File: src/rtl/hamming_secded_decoder_if.sv
// Stream interface of the extended-Hamming SECDED decoder: codeword in, corrected data and
// error status out, plus the error-counter controls.
interface hamming_secded_decoder_if #(
    parameter int unsigned DATA_WIDTH = 8,
    parameter int unsigned CNT_WIDTH  = 16
);
    function automatic int unsigned calc_p(input int unsigned dw);
        int unsigned p;
        p = 1;
        while ((1 << p) < dw + p + 1) p++;
        return p;
    endfunction

    localparam int unsigned P         = calc_p(DATA_WIDTH);
    localparam int unsigned CW_WIDTH  = DATA_WIDTH + P + 1;
    localparam int unsigned POS_WIDTH = $clog2(CW_WIDTH);

    logic                  i_valid;
    logic                  o_ready;
    logic [CW_WIDTH-1:0]   i_codeword;
    logic                  o_valid;
    logic                  i_ready;
    logic [DATA_WIDTH-1:0] o_data;
    logic                  o_sec;
    logic                  o_ded;
    logic [POS_WIDTH-1:0]  o_err_pos;
    logic                  i_clr_cnt;
    logic [CNT_WIDTH-1:0]  o_sec_count;
    logic [CNT_WIDTH-1:0]  o_ded_count;

    // Decoder side.
    modport slave (
        input  i_valid, i_codeword, i_ready, i_clr_cnt,
        output o_ready, o_valid, o_data, o_sec, o_ded, o_err_pos, o_sec_count, o_ded_count
    );

    // Producer/consumer side.
    modport master (
        output i_valid, i_codeword, i_ready, i_clr_cnt,
        input  o_ready, o_valid, o_data, o_sec, o_ded, o_err_pos, o_sec_count, o_ded_count
    );
endinterface

File: src/rtl/hamming_secded_decoder.sv
// Two-stage pipelined extended-Hamming SECDED decoder with valid/ready flow control and
// saturating SEC/DED event counters.
module hamming_secded_decoder #(
    parameter int unsigned DATA_WIDTH = 8,
    parameter int unsigned CNT_WIDTH  = 16
) (
    input logic                     i_clk,
    input logic                     i_rst_n,
    hamming_secded_decoder_if.slave bus
);
    function automatic int unsigned calc_p(input int unsigned dw);
        int unsigned p;
        p = 1;
        while ((1 << p) < dw + p + 1) p++;
        return p;
    endfunction

    localparam int unsigned P         = calc_p(DATA_WIDTH);
    localparam int unsigned CW_WIDTH  = DATA_WIDTH + P + 1;
    localparam int unsigned POS_WIDTH = $clog2(CW_WIDTH);

    // Data bits occupy the non-power-of-two positions above 0, LSB first.
    function automatic logic [DATA_WIDTH-1:0] extract(input logic [CW_WIDTH-1:0] cw);
        logic [DATA_WIDTH-1:0] d;
        int unsigned           k;
        d = '0;
        k = 0;
        for (int unsigned i = 1; i < CW_WIDTH; i++) begin
            if ((i & (i - 1)) != 0) begin
                d[k] = cw[i];
                k++;
            end
        end
        return d;
    endfunction

    logic                  s2_free;
    logic                  o_ready;
    logic                  in_fire;
    logic                  out_fire;

    logic [P-1:0]          syn_d;
    logic                  par_d;

    logic                  s1_valid_q;
    logic [P-1:0]          s1_syn_q;
    logic                  s1_par_q;
    logic [CW_WIDTH-1:0]   s1_cw_q;

    logic [CW_WIDTH-1:0]   fixed_cw;
    logic [DATA_WIDTH-1:0] data_d;
    logic                  sec_d;
    logic                  ded_d;
    logic [POS_WIDTH-1:0]  pos_d;

    logic                  valid_q;
    logic [DATA_WIDTH-1:0] data_q;
    logic                  sec_q;
    logic                  ded_q;
    logic [POS_WIDTH-1:0]  pos_q;
    logic [CNT_WIDTH-1:0]  sec_cnt_q;
    logic [CNT_WIDTH-1:0]  ded_cnt_q;

    assign s2_free  = !valid_q || bus.i_ready;
    assign o_ready  = !s1_valid_q || s2_free;
    assign in_fire  = bus.i_valid && o_ready;
    assign out_fire = valid_q && bus.i_ready;

    always_comb begin
        syn_d = '0;
        for (int unsigned i = 1; i < CW_WIDTH; i++) begin
            if (bus.i_codeword[i]) syn_d = syn_d ^ P'(i);
        end
        par_d = ^bus.i_codeword;
    end

    always_comb begin
        fixed_cw = s1_cw_q;
        sec_d    = 1'b0;
        ded_d    = 1'b0;
        pos_d    = '0;
        if (s1_syn_q == '0) begin
            // Odd parity with zero syndrome: only the overall parity bit flipped.
            sec_d = s1_par_q;
        end else if (s1_par_q && (32'(s1_syn_q) <= CW_WIDTH - 1)) begin
            sec_d           = 1'b1;
            pos_d           = POS_WIDTH'(s1_syn_q);
            fixed_cw[pos_d] = ~fixed_cw[pos_d];
        end else begin
            ded_d = 1'b1;
        end
        data_d = extract(fixed_cw);
    end

    always_ff @(posedge i_clk or negedge i_rst_n) begin
        if (!i_rst_n) begin
            s1_valid_q <= 1'b0;
            s1_syn_q   <= '0;
            s1_par_q   <= 1'b0;
            s1_cw_q    <= '0;
        end else begin
            if (o_ready) s1_valid_q <= bus.i_valid;
            if (in_fire) begin
                s1_syn_q <= syn_d;
                s1_par_q <= par_d;
                s1_cw_q  <= bus.i_codeword;
            end
        end
    end

    always_ff @(posedge i_clk or negedge i_rst_n) begin
        if (!i_rst_n) begin
            valid_q <= 1'b0;
            data_q  <= '0;
            sec_q   <= 1'b0;
            ded_q   <= 1'b0;
            pos_q   <= '0;
        end else if (s2_free) begin
            valid_q <= s1_valid_q;
            if (s1_valid_q) begin
                data_q <= data_d;
                sec_q  <= sec_d;
                ded_q  <= ded_d;
                pos_q  <= pos_d;
            end
        end
    end

    always_ff @(posedge i_clk or negedge i_rst_n) begin
        if (!i_rst_n) begin
            sec_cnt_q <= '0;
            ded_cnt_q <= '0;
        end else if (bus.i_clr_cnt) begin
            sec_cnt_q <= '0;
            ded_cnt_q <= '0;
        end else if (out_fire) begin
            if (sec_q && (sec_cnt_q != '1)) sec_cnt_q <= sec_cnt_q + CNT_WIDTH'(1);
            if (ded_q && (ded_cnt_q != '1)) ded_cnt_q <= ded_cnt_q + CNT_WIDTH'(1);
        end
    end

    assign bus.o_ready     = o_ready;
    assign bus.o_valid     = valid_q;
    assign bus.o_data      = data_q;
    assign bus.o_sec       = sec_q;
    assign bus.o_ded       = ded_q;
    assign bus.o_err_pos   = pos_q;
    assign bus.o_sec_count = sec_cnt_q;
    assign bus.o_ded_count = ded_cnt_q;
endmodule

File: src/flat_wrapper.sv
// flat-port wrapper written by rule: the top's interface ports become plain ports
module hamming_secded_decoder_flat 
#(
    parameter int unsigned DATA_WIDTH = 8,
    parameter int unsigned CNT_WIDTH  = 16
)
  (i_clk, i_rst_n, bus_i_valid, bus_i_codeword, bus_i_ready, bus_i_clr_cnt, bus_o_ready, bus_o_valid, bus_o_data, bus_o_sec, bus_o_ded, bus_o_err_pos, bus_o_sec_count, bus_o_ded_count);
  hamming_secded_decoder_if #(.DATA_WIDTH(DATA_WIDTH), .CNT_WIDTH(CNT_WIDTH)) bus_i ();
  input logic i_clk;
  input logic i_rst_n;
  input wire logic [$bits(bus_i.i_valid)-1:0] bus_i_valid;
  input wire logic [$bits(bus_i.i_codeword)-1:0] bus_i_codeword;
  input wire logic [$bits(bus_i.i_ready)-1:0] bus_i_ready;
  input wire logic [$bits(bus_i.i_clr_cnt)-1:0] bus_i_clr_cnt;
  output wire logic [$bits(bus_i.o_ready)-1:0] bus_o_ready;
  output wire logic [$bits(bus_i.o_valid)-1:0] bus_o_valid;
  output wire logic [$bits(bus_i.o_data)-1:0] bus_o_data;
  output wire logic [$bits(bus_i.o_sec)-1:0] bus_o_sec;
  output wire logic [$bits(bus_i.o_ded)-1:0] bus_o_ded;
  output wire logic [$bits(bus_i.o_err_pos)-1:0] bus_o_err_pos;
  output wire logic [$bits(bus_i.o_sec_count)-1:0] bus_o_sec_count;
  output wire logic [$bits(bus_i.o_ded_count)-1:0] bus_o_ded_count;
  assign bus_i.i_valid = bus_i_valid;
  assign bus_i.i_codeword = bus_i_codeword;
  assign bus_i.i_ready = bus_i_ready;
  assign bus_i.i_clr_cnt = bus_i_clr_cnt;
  assign bus_o_ready = bus_i.o_ready;
  assign bus_o_valid = bus_i.o_valid;
  assign bus_o_data = bus_i.o_data;
  assign bus_o_sec = bus_i.o_sec;
  assign bus_o_ded = bus_i.o_ded;
  assign bus_o_err_pos = bus_i.o_err_pos;
  assign bus_o_sec_count = bus_i.o_sec_count;
  assign bus_o_ded_count = bus_i.o_ded_count;
  hamming_secded_decoder #(.DATA_WIDTH(DATA_WIDTH), .CNT_WIDTH(CNT_WIDTH)) u_core (.i_clk(i_clk), .i_rst_n(i_rst_n), .bus(bus_i));
endmodule
File: config.mk
export PLATFORM = sky130hd
export DESIGN_NAME = hamming_secded_decoder_flat
export DESIGN_NICKNAME = d
export VERILOG_FILES = /design/src/rtl/hamming_secded_decoder_if.sv /design/src/rtl/hamming_secded_decoder.sv /design/src/flat_wrapper.sv
export SDC_FILE = /design/constraint.sdc
export NUM_CORES = 1
export LEC_CHECK = 0
export ABC_CLOCK_PERIOD_IN_PS = 2500
export CAP_MARGIN = 40
export CORE_MARGIN = 2
export CORE_UTILIZATION = 50
export DETAILED_ROUTE_END_ITERATION = 10
export PLACE_DENSITY_LB_ADDON = 0.05
export SYNTH_ARGS = -nofsm -noshare
export SYNTH_HDL_FRONTEND = slang
export SYNTH_SLANG_ARGS = --single-unit
File: constraint.sdc
create_clock -name i_clk -period 2.5 [get_ports i_clk]
set_input_delay 0.5 -clock i_clk [delete_from_list [all_inputs] [get_ports i_clk]]
set_output_delay 0.5 -clock i_clk [all_outputs]
set_load 0.02 [all_outputs]
**Word level (Yosys, flattened, before mapping)**

Cells that the tools add are included.

- Register bits: 66
- Word-level logic and storage cells: 79

- Reductions and logical operators: 18
- Order comparisons: 3
- Multiplexer cells: 31
- Bitwise gates (word level): 12
- $add $sub $neg: 2
- Equality and inequality tests: 2

Operator list:

| cell | count |
|---|---|
| $mux 16 | 6 |
| $add 16x1->16 const B | 2 |
| $ne 16x16->1 const B | 2 |
| $mux 4 | 7 |
| $mux 13 | 2 |
| $bwmux 13 | 1 |
| $reduce_xor 13->1 | 1 |
| $mux 3 | 4 |
| $not 2->2 | 6 |
| $mux 1 | 7 |
| $logic_and 1x1->1 | 6 |
| $not 3->3 | 2 |
| $reduce_and 2->1 | 3 |
| $reduce_bool 2->1 | 3 |
| $lt 4x5->1 const B | 1 |
| $bmux 1 s4 | 1 |
| $demux 1 s4 | 1 |
| $ge 4x1->1 const B | 1 |
| $le 4x4->1 const B | 1 |
| $logic_not 4->1 | 1 |
| $mux 2 | 2 |
| $not 1->1 const A | 3 |
| $logic_not 1->1 | 2 |
| $logic_or 1x1->1 | 2 |
| $not 1->1 | 1 |

**Depth between registers and ports, before layout**

- Word-level depth: 20
- Gate-level depth with buffers: 6
- Gate-level depth less buffers: 6

**Least setup slack after synthesis**

Ideal clock, no wire load.

- Kind: flip-flop to flip-flop
- From: reg u_core.sec_cnt_q[0], in the netlist u_core.bus.o_sec_count[0]
- To: reg u_core.sec_cnt_q[6], in the netlist u_core.bus.o_sec_count[6]
- Cell stages (with the launch flop): 7
- Library setup time: 0.132 ns
- Arrival: 1.749 ns
- Clock period less this slack: 1.881 ns
- Buffers on the path: 0
- Data required time: 2.368 ns
- Slack: 0.619 ns
- Cells stage by stage: dfrtp_1 -> ha_1 -> nand4_1 -> nor4_4 -> nor4b_1 -> xnor2_1 -> nor2_1

- Word-level cells in the longest chain between the ends: 4

Ends and longest elaborated chain:

| item | RTL line | RTL |
|---|---|---|
| start, declared | hamming_secded_decoder.sv:61 | `logic [CNT_WIDTH-1:0] sec_cnt_q;` |
| start signal, assigned | hamming_secded_decoder.sv:137 | `if (sec_q && (sec_cnt_q != '1)) sec_cnt_q <= sec_cnt_q + CNT_WIDTH'(1);` |
| $add 16x1->16 / $ne 16x16->1 (equally long branches) | hamming_secded_decoder.sv:137 |  |
| $mux 16 / $logic_and 1x1->1 (equally long branches) | hamming_secded_decoder.sv:137 |  |
| $mux 16 / $reduce_bool 2->1 (equally long branches) | -- |  |
| $mux 16 / $reduce_and 2->1 (equally long branches) | -- |  |

Parallel ways exist; a longest one is shown, timed or not. The select of a mux whose other input is x is not followed.
A chain may end at the register's enable or synchronous reset.

**Final worst setup path**

- From: in bus_i_ready
- To: out bus_o_ready

- Word-level cells in the longest chain between the ends: 2

Ends and longest elaborated chain:

| item | RTL line | RTL |
|---|---|---|
| start, declared | flat_wrapper.sv:13 | `input wire logic [$bits(bus_i.i_ready)-1:0] bus_i_ready;` |
| $logic_or 1x1->1 | hamming_secded_decoder.sv:64 | `assign s2_free = !valid_q \|\| bus.i_ready;` |
| $logic_or 1x1->1 | hamming_secded_decoder.sv:65 | `assign o_ready = !s1_valid_q \|\| s2_free;` |
| end, declared | flat_wrapper.sv:15 | `output wire logic [$bits(bus_i.o_ready)-1:0] bus_o_ready;` |

No other way between the ends.

==> results.yml <==
synth:
  ys_warn_count: 0
  synth.net_count: 345
  ys.flop_type: "dfrtp_1"
  synthCells: 325
  ys_types: 36
  syn_area_per_cell_um2: 9.717
  synthesis.area_um2: 3158
  ys_async_sr_fraction: 1.000
  ys_ff_latch: 61
  synth_edf_count: 0
  seq_area_frac_synth: 0.4834
clock_tree:
  cts.clk_slew.worst_paths_ns: 0.06
  root_buffer: "clkbuf_8"
  cts_setup_buffers: 0
  worstSkewPairLatency_ns: 0.33
  cts_buffers: 9
  cts_max_level: 3
  cts_sinks: 61
  cts_resized: 0
  cts_max_path_buffers: 2
  cts_tree: "built"
  hold_buffers: 0
floorplan:
  start_util: 0.5241
  die_h_um: 83.48
  die_x_um: 83.48
  core_area_um2: 6026
  die-area_um2: 6968
  rows: 28
  num_io_pins: 66
final_layout:
  num_antenna_cells: 0
  layout.nets: 414
  syn2layout_area_growth_pct: 29.28
  drive_above_1_share: 0.08543
  n_fill_cell: 485
  final_cells: 473
  final_cell_mix: "clkdlybuf4s50_1, dfrtp_1, nor2_1"
  final_common_cell: "clkdlybuf4s50_1"
worst_setup_path:
  endpoint_kind: "primary output"
  worstPathArrival_ns: 1.85
  start_kind: "primary input"
  slowest_delay_ns: 0.62
  slowest_stage: "clkdlybuf4s50_1"
  crit_chain: "clkdlybuf4s50_1 -> nand3b_1 -> clkdlybuf4s50_1"
  required_ns: 2.00
  crit_path_frequent_cell: "clkdlybuf4s50_1"
  critical-path-top-delay-family: "buffers and inverters"
  cp_num_buf_inv: 2
  path_max_fanout: 5
  path_class: "primary input to primary output"
sta:
  slew_headroom: 0.6272
  fmax_ghz: 0.4258
  finalSetupViolCount: 0
  fin_tns_setup_ns: 0
  skew_ns: 0.01201
  finalMaxSlewViolations: 0
  finalCriticalPeriod_ns: 2.349
  rsz0062_at_grt: "false"
  worstMarginPinSlew_ns: 0.5591
  hold_viol: 0
  finalCritPeriodShare: 0.9394
global_route:
  grt_max_degree: 39
  overflow: 0
  antenna_found_initial: 0
  grt_use_total: 0.2011
  grt_pass1_vias: 2398
  grt_pass1_wl_mm: 11.47
min_path:
  hold_path_class: "primary input to async pin"
routing:
  drtIter0Drc: 134
  vias: 2577
  wirelength_mm: 6.680
  vias_per_cell: 5.448
  ant_nets: 0
  drc: 0
  wl_per_cell_um: 14.12
  firstDrtPassIters: 5
pwr:
  p_leak_nw: 1.612
  p_per_area_nw_per_um2: 667.2
  ir_drop_mv: 0.4208
run_status:
  status: "finished, final reports clean"
placed_design:
  gp_congestion: 0.7955
  place_hpwl_mm: 4.791
  port_buffers: 65
  dp_cells: 458
job:
  cap_violations: 0
==> layer usage <==
metal  GRT usage  vias to the layer above  share of wire
met1      0.2856                     1249           0.50
met5           0                        -              0
met4     0.07331                        0          0.015
li1            -                     1260              -
met2      0.3057                       59           0.44
met3     0.04253                        9          0.043
==> worst paths after layout <==
check / cells after the start / to / slack, ns / from
min: 1 / u_core.bus.o_sec_count[14] / 0.16 / i_rst_n
min in group i_clk: 2 / u_core.bus.o_data[2] / 0.48 / u_core.bus.o_data[2]
max: 3 / bus_o_ready / 0.15 / bus_i_ready
max in group asynchronous: 2 / u_core.bus.o_ded_count[9] / 1.73 / i_rst_n
max reg2reg: 6 / u_core.bus.o_sec_count[6] / 0.41 / u_core.bus.o_sec_count[0]
min reg2reg: 2 / u_core.bus.o_data[2] / 0.48 / u_core.bus.o_data[2]
==> through the flow <==
step                hold slack [ns]  cell area [um^2]  utilization  setup slack, ns  power [mW]
floorplan                    0.2044              3158            -           0.6194       1.646
global placement             0.4615              3905       0.6480           0.1901       1.931
detailed placement           0.4690              3905       0.6480           0.1832       1.949
CTS                          0.1624              4083       0.6775           0.1524       2.753
global route                 0.1924              4083       0.6775          0.09020       2.876
finish                       0.1604              4083       0.6775           0.1515       2.724
==> power breakdown <==
group          total, mW  internal [mW]  switching, mW
logic              0.667          0.330          0.337
registers           1.26           1.11          0.148
clock network      0.797          0.436          0.361
total               2.72           1.88          0.846
==> state kept, by name, indices dropped and copies added (netlist names) <==
name and cells:
u_core.bus.o_ded_count 16, u_core.bus.o_valid 1, u_core.bus.o_sec_count 16, u_core.s1_syn_q 4
u_core.s1_cw_q 8, u_core.bus.o_err_pos 4, u_core.s1_par_q 1, u_core.bus.o_data 8
u_core.bus.o_sec 1, u_core.s1_valid_q 1, u_core.bus.o_ded 1
==> cells in the mapped netlist (2+ instances only) <==
cell / instances / share of area
a211oi_1: 2 / 0.0048
a21oi_1: 3 / 0.0048
a22o_1: 2 / 0.0055
and3_1: 6 / 0.012
and4_1: 3 / 0.0083
clkbuf_1: 12 / 0.014
dfrtp_1: 61 / 0.48
ha_1: 2 / 0.0079
mux2_2: 9 / 0.032
nand2_1: 32 / 0.038
nand2b_1: 5 / 0.0099
nand3_1: 15 / 0.024
nand3b_1: 3 / 0.0071
nand4_1: 12 / 0.024
nor2_1: 42 / 0.050
nor3_1: 10 / 0.016
nor4_1: 7 / 0.014
nor4b_1: 3 / 0.0083
o211ai_1: 3 / 0.0071
o21ai_0: 23 / 0.036
xnor2_1: 40 / 0.11
xor2_1: 16 / 0.044
==> final cells by class <==
type / count / area (um^2) / area share
Timing Repair Buffer: 71 / 703.2 / 0.1722
Clock inverter: 1 / 5.005 / 0.001226
Inverter: 1 / 3.754 / 0.0009194
Tap cell: 75 / 93.84 / 0.02298
Sequential cell: 61 / 1526 / 0.3739
Clock buffer: 14 / 172.7 / 0.04229
Multi-Input combinational cell: 250 / 1578 / 0.3865
==> cells by family (layout without fill, tap and decap cells) <==
logic type,count (synthesis),after routing,synth area share
AO/OA/AOI/OAI,35,35,0.06379
XOR/XNOR,56,56,0.1553
adder cells (fa/ha/maj),2,2,0.007923
buffers and inverters,14,87,0.01703
flip-flops,61,61,0.4834
multiplexers,10,10,0.03526
AND/OR/NAND/NOR,147,147,0.2373
No activity file was read; power rests on OpenSTA's default activity.
